`src/rtl/fetch_stage.sv`:
```
// Instruction-fetch stage: owns the PC, drives the instruction memory address and
// loads the IF/ID pipeline register, honouring stall, flush and branch redirect.
module fetch_stage #(
  parameter logic [31:0] RESET_PC = 32'h0000_0000,
  parameter logic [31:0] NOP_INST = 32'hE1A0_0000,
  parameter int unsigned CNT_W    = 16
) (
  input  logic             clk,
  input  logic             rst_n,
  input  logic             freeze,
  input  logic             branch_taken,
  input  logic [31:0]      branch_addr,
  input  logic             flush,
  output logic [31:0]      imem_addr,
  input  logic [31:0]      imem_inst,
  output logic [31:0]      id_pc,
  output logic [31:0]      id_inst,
  output logic             id_valid,
  output logic [CNT_W-1:0] fetch_count
);

  logic [31:0]      pc_q, pc_d;
  logic [31:0]      pc_plus4;
  logic [31:0]      id_pc_q, id_pc_d;
  logic [31:0]      id_inst_q, id_inst_d;
  logic             id_valid_q, id_valid_d;
  logic [CNT_W-1:0] fetch_count_q, fetch_count_d;
  logic             accept;

  always_comb begin
    pc_plus4 = pc_q + 32'd4;
    accept   = !flush && !freeze;

    // Redirect wins over a stall; the target is word-aligned by masking.
    pc_d = pc_plus4;
    if (branch_taken) begin
      pc_d = branch_addr & ~32'h0000_0003;
    end else if (freeze) begin
      pc_d = pc_q;
    end

    id_pc_d    = id_pc_q;
    id_inst_d  = id_inst_q;
    id_valid_d = id_valid_q;
    if (flush) begin
      id_pc_d    = '0;
      id_inst_d  = NOP_INST;
      id_valid_d = 1'b0;
    end else if (accept) begin
      id_pc_d    = pc_plus4;
      id_inst_d  = imem_inst;
      id_valid_d = 1'b1;
    end

    fetch_count_d = fetch_count_q;
    if (accept && (fetch_count_q != '1)) begin
      fetch_count_d = fetch_count_q + {{(CNT_W-1){1'b0}}, 1'b1};
    end
  end

  always_ff @(posedge clk or negedge rst_n) begin
    if (!rst_n) begin
      pc_q          <= RESET_PC;
      id_pc_q       <= '0;
      id_inst_q     <= NOP_INST;
      id_valid_q    <= 1'b0;
      fetch_count_q <= '0;
    end else begin
      pc_q          <= pc_d;
      id_pc_q       <= id_pc_d;
      id_inst_q     <= id_inst_d;
      id_valid_q    <= id_valid_d;
      fetch_count_q <= fetch_count_d;
    end
  end

  assign imem_addr   = pc_q;
  assign id_pc       = id_pc_q;
  assign id_inst     = id_inst_q;
  assign id_valid    = id_valid_q;
  assign fetch_count = fetch_count_q;

endmodule
```
`config.mk`:
```
export PLATFORM = sky130hd
export DESIGN_NAME = fetch_stage
export DESIGN_NICKNAME = d
export VERILOG_FILES = /design/src/rtl/fetch_stage.sv
export SDC_FILE = /design/constraint.sdc
export NUM_CORES = 1
export LEC_CHECK = 0
export BUFFER_PORTS_ARGS = -buffer_cell sky130_fd_sc_hd__clkbuf_2
export CORE_ASPECT_RATIO = 1.4
export CORE_MARGIN = 2
export CORE_UTILIZATION = 40
export DETAILED_ROUTE_END_ITERATION = 8
export GPL_TIMING_DRIVEN = 0
export PLACE_DENSITY = 0.62
export SYNTH_ARGS = -nofsm -noshare
export SYNTH_HDL_FRONTEND = slang
export SYNTH_SLANG_ARGS = --single-unit
```
`constraint.sdc`:
```
create_clock -name clk -period 3.02 [get_ports clk]
set_input_delay 0.151 -clock clk [delete_from_list [all_inputs] [get_ports clk]]
set_output_delay 0.151 -clock clk [all_outputs]
set_load 0.01 [all_outputs]
```
* Yosys cells after proc, flatten, opt, wreduce, memory -nomap -nowiden
Index checks and enable logic that the tools add are counted.
W data, S select, Z words.
** Operators by class
- Reduce and logical (&&, ||, !) cells :: 5
- $add $sub $neg :: 2
- Eq/ne operators :: 2
- Muxes and demuxes :: 8
** Operators with widths (count)
- $mux W32 :: 6
- $add A32 B3 Y32 const B :: 1
- $add A16 B1 Y16 const B :: 1
- $ne A16 B16 Y1 const B :: 1
- $logic_and A1 B1 Y1 :: 2
- $logic_not A1 Y1 :: 2
- $mux W1 :: 2
- $ne A2 B1 Y1 const B :: 1
- $reduce_bool A2 Y1 :: 1
** Storage, ports and cells
- Register bits :: 113
- Word-level logic and storage cells :: 22
- Output and inout port bits :: 113

* Longest topological paths before layout
- Word-level depth :: 4
- Depth in mapped cells :: 7
- Mapped depth without buffers :: 5

* Worst setup path before layout
Ideal clock, no wire load.
- Kind :: register -> register
- Start point :: register pc_q[2], in the netlist imem_addr[2]
- End point :: register id_pc_q[16], in the netlist id_pc[16]
- Path slack :: 750 ps
- Arrival time :: 2171 ps
- Cell stages (with the launch flop) :: 7
- Required time :: 2921 ps
- Library setup time :: 99 ps
- Cell sequence :: dfrtp_1 > ha_1 > nand3_2 > or4_4 > buf_2 > or3_1 > a311oi_1
** Between the ends
- Word-level cells in the longest chain between the ends :: 3
** RTL lines
- from (decl) :: line 22 : logic [31:0] pc_q, pc_d;
- from (signal assigned) :: line 69 : pc_q <= pc_d;
- $add A32 B3 Y32 :: line 31 : pc_plus4 = pc_q + 32'd4;
- $mux W32 :: line 49 : end else if (accept) begin
- $mux W32 :: line 45 : if (flush) begin
- to (signal assigned) :: line 70 : id_pc_q <= id_pc_d;
- to (decl) :: line 24 : logic [31:0] id_pc_q, id_pc_d;
Every way passes these cells. The select of a mux whose other input is x is not followed.
A chain may end at the register's enable or synchronous reset.

* Worst setup path after layout
- Start point :: register pc_q[2], in the netlist imem_addr[2]
- End point :: register id_pc_q[28], in the netlist id_pc[28]
Same word-level chain as after synthesis.

==> metrics <==
outcome=complete, no violations; worst r2r src=imem_addr[2]$_DFFE_PN0N_; drt wl/cell=17.7 um; Die Area=15200 um^2; Setup Skew=0.0112 ns; CTS tree=done; synthesized cell area=5690 um^2; layout cells sized above 1=30.5%; total of warnings raised by yosys=0; Seq cells post-synth=110; FF-to-FF setup slack=0.51 ns; crit end category=flip-flop; hold path depth=3; GR peak layer=met2; GPL Wtd Cong=0.896; multi-input logic area=2640 um^2; H-tree Lvls=3; Inserted Clock Buffers=9; top cell type by total area after synthesis=dfrtp_1; first drt pass iteration count=4; Synth top area share=45.8%; Fmax achieved=399 MHz; worst hold-check path type=in -> reg; minimum clock period after layout=2.51 ns; Synth Instances=577; period utilization=82.9%; total gr overflow=0; slew at the pin closest to its max-slew limit=0.910 ns; clock sink count=110; Final ANT Viol Nets=0; CP cell instances=ha_1 > nand3_2 > or4_4 > buf_2 > or3_1 > a311oi_1; Worst Path Buf+Inv=1; crit path capture=id_pc[28]$_DFFE_PN0P_; vias in the first global route=5387; Fillers=1388; largest family of logic cells by synthesized area=simple AND/OR/NAND/NOR gates; Slew headroom=39.3%; Synth Flop Type=dfrtp_1; via/cell ratio=5.45; Residual DRC=0; Worst Setup SP=imem_addr[2]$_DFFE_PN0N_; # hold bufs at CTS=1; final hold violations=0; Initial Utilization=40.9%; Post-synth ARST share=100%; Post-synth EDFFs=0; met3 Track Usage GR=4.76%; Power Total=3.60 mW; sequential area share after synthesis=48.5%; Max FO, Critical Path=10; crit start category=flip-flop; Initial DRC Count=392; mux contribution to synthesized area=5.57%; antenna violations before repair=0; cell depth of the worst setup path=6; Core Area=13900 um^2; delay-heaviest family, CP=simple AND/OR/NAND/NOR gates; final setup TNS=0 ns; Crit path arrival time=2.75 ns; post-synthesis compound-gate area fraction=13.8%; most common cell in the netlist=dfrtp_1; I/O pin cnt=182; Routed Wire Length=16.9 mm; Synth Area in Simple Gates=21.7%; CP max stage cell=or4_4; clock latency on the worst-skew pair=0.35 ns; Die Wd=105 um; Port Buf Inserts=175; All-Layer GR Usage=22.7%; FP Rows=51; maximum capacitance violations=0; Synth area leaders=dfrtp_1 (46%), nor2_1 (5.0%), mux2i_1 (4.6%); synth-to-layout area growth=24.8%; met1 Use GR=26.5%; Clock Tree Buf Depth=2; CP max stage delay=0.62 ns; top post-synthesis cells by count=dfrtp_1 (104), nor2_1 (76), nand2_1 (40); Post-Synth Adder-Cell Area=0.440%; Clock transition at path regs=0.08 ns; Syn Area/Cell=9.86 um^2; post-cts resize count=0; # diodes=0; worst vdd ir=0.000351 V; postcts setup bufs=0; RSZ-0062 raised after global routing=no; critical path class=reg -> reg; pin count of the biggest net entering global routing=111; leakage power=3.20 nW; Crit path required time=3.27 ns; CTS Root Buffer Type=clkbuf_16; max-slew violations=0; via count=5206; final net count=836; Synth cell types=52; die span in y=145 um; grt met2 use=40.8%; setup violators final=0; Synth Area in XOR/XNOR=4.77%; R2R depth=6; global-route wire length before repair=27.8 mm; PwrDens=507 nW/um^2; post-DP HPWL=12.7 mm; FF+latch area=2760 um^2; reg2reg end=id_pc[28]$_DFFE_PN0P_
where the power goes:
| part | internal [mW] | switching [mW] |
|---|---|---|
| clock network | 0.570 | 0.585 |
| logic | 0.290 | 0.395 |
| registers | 1.61 | 0.153 |
cell usage in the layout (no fill, tap or decap), types with 3 or more instances in the layout:
master and n:
clkbuf_2 178, dfrtp_1 104, nor2_1 76, nand2_1 40, clkbuf_1 30, o21ai_0 28
mux2i_1 26, or4_1 25, xnor2_1 25, a311oi_1 20, o31ai_1 18, nand3_1 15
nor3_1 15, a31oi_1 14, nand4_1 12, nor2b_1 9, clkbuf_16 9, a21oi_1 8
a211o_1 7, inv_1 7, or3_1 7, clkbuf_8 6, and3_1 6, xor2_1 6
o211ai_1 6, a211oi_1 6, dfstp_2 6, mux2_2 5, or3_2 5, nor4_1 4
or2_2 3, nand4b_1 3, buf_4 3, clkinvlp_4 3
area by class of cell:
type                            count  area share, %
Timing Repair Buffer              176           12.6
Tap cell                          185           3.26
Inverter                            8          0.423
Multi-Input combinational cell    412           37.2
Clock inverter                      7          0.793
Clock buffer                        9           3.17
Sequential cell                   110           38.9
Buffer                             48           3.72
layer usage:
metal / part of all wire (%) / routed length (um)
met2: 52 / 8870
met5: 0 / 0
met4: 2.1 / 350
met1: 39 / 6550
met3: 6.8 / 1150
worst register-to-register path: cells and delay by family, from the launching register on:
kind | cells | cell delay [ns]
AND/OR/NAND/NOR | 3 | 1.16
flip-flops | 1 | 0.50
adder cells (fa/ha/maj) | 1 | 0.28
AO/OA/AOI/OAI | 1 | 0.27
buffers and inverters | 1 | 0.20
through the flow:
step / hold WS (ns) / worst slack [ns] / cells / util (%) / area [um^2]
after CTS: 0.00315 / 0.533 / 955 / 51.0 / 7100
after detailed placement: 0.344 / 0.547 / 938 / 48.9 / 6810
after global placement: 0.361 / 0.224 / 938 / 48.9 / 6800
final: 0.00802 / 0.515 / 955 / 51.0 / 7100
after floorplan: -0.145 / 0.750 / 578 / - / 5690
after global routing: 0.0194 / 0.381 / 955 / 51.0 / 7100
how the worst min path moves through the flow:
| stage | from | end |
|---|---|---|
| after floorplan | rst_n | fetch_count[0]$_DFFE_PN0P_ |
| after global placement | branch_addr[8] | imem_addr[8]$_DFFE_PN0N_ |
| after detailed placement | rst_n | id_pc[24]$_DFFE_PN0P_ |
| after CTS | branch_addr[17] | imem_addr[17]$_DFFE_PN0N_ |
| after global routing | branch_addr[11] | imem_addr[11]$_DFFE_PN0N_ |
| final | branch_addr[17] | imem_addr[17]$_DFFE_PN0N_ |
registers in the layout, summed over array words and instances (netlist names):
name	flops
id_inst	32
id_pc	31
imem_addr	30
fetch_count	16
id_valid	1
cells by family (layout without fill, tap and decap cells):
| logic type | Yosys count | after routing |
|---|---|---|
| xor gates and xnor gates | 31 | 31 |
| and+or+nand+nor | 233 | 233 |
| muxes | 31 | 31 |
| buffers and inverters | 56 | 248 |
| other | 1 | 2 |
| AOI/OAI and AO/OA | 113 | 113 |
| DFF | 110 | 110 |
| adders and majority gates | 2 | 2 |
Note: power is estimated with default switching activity, not from simulation.
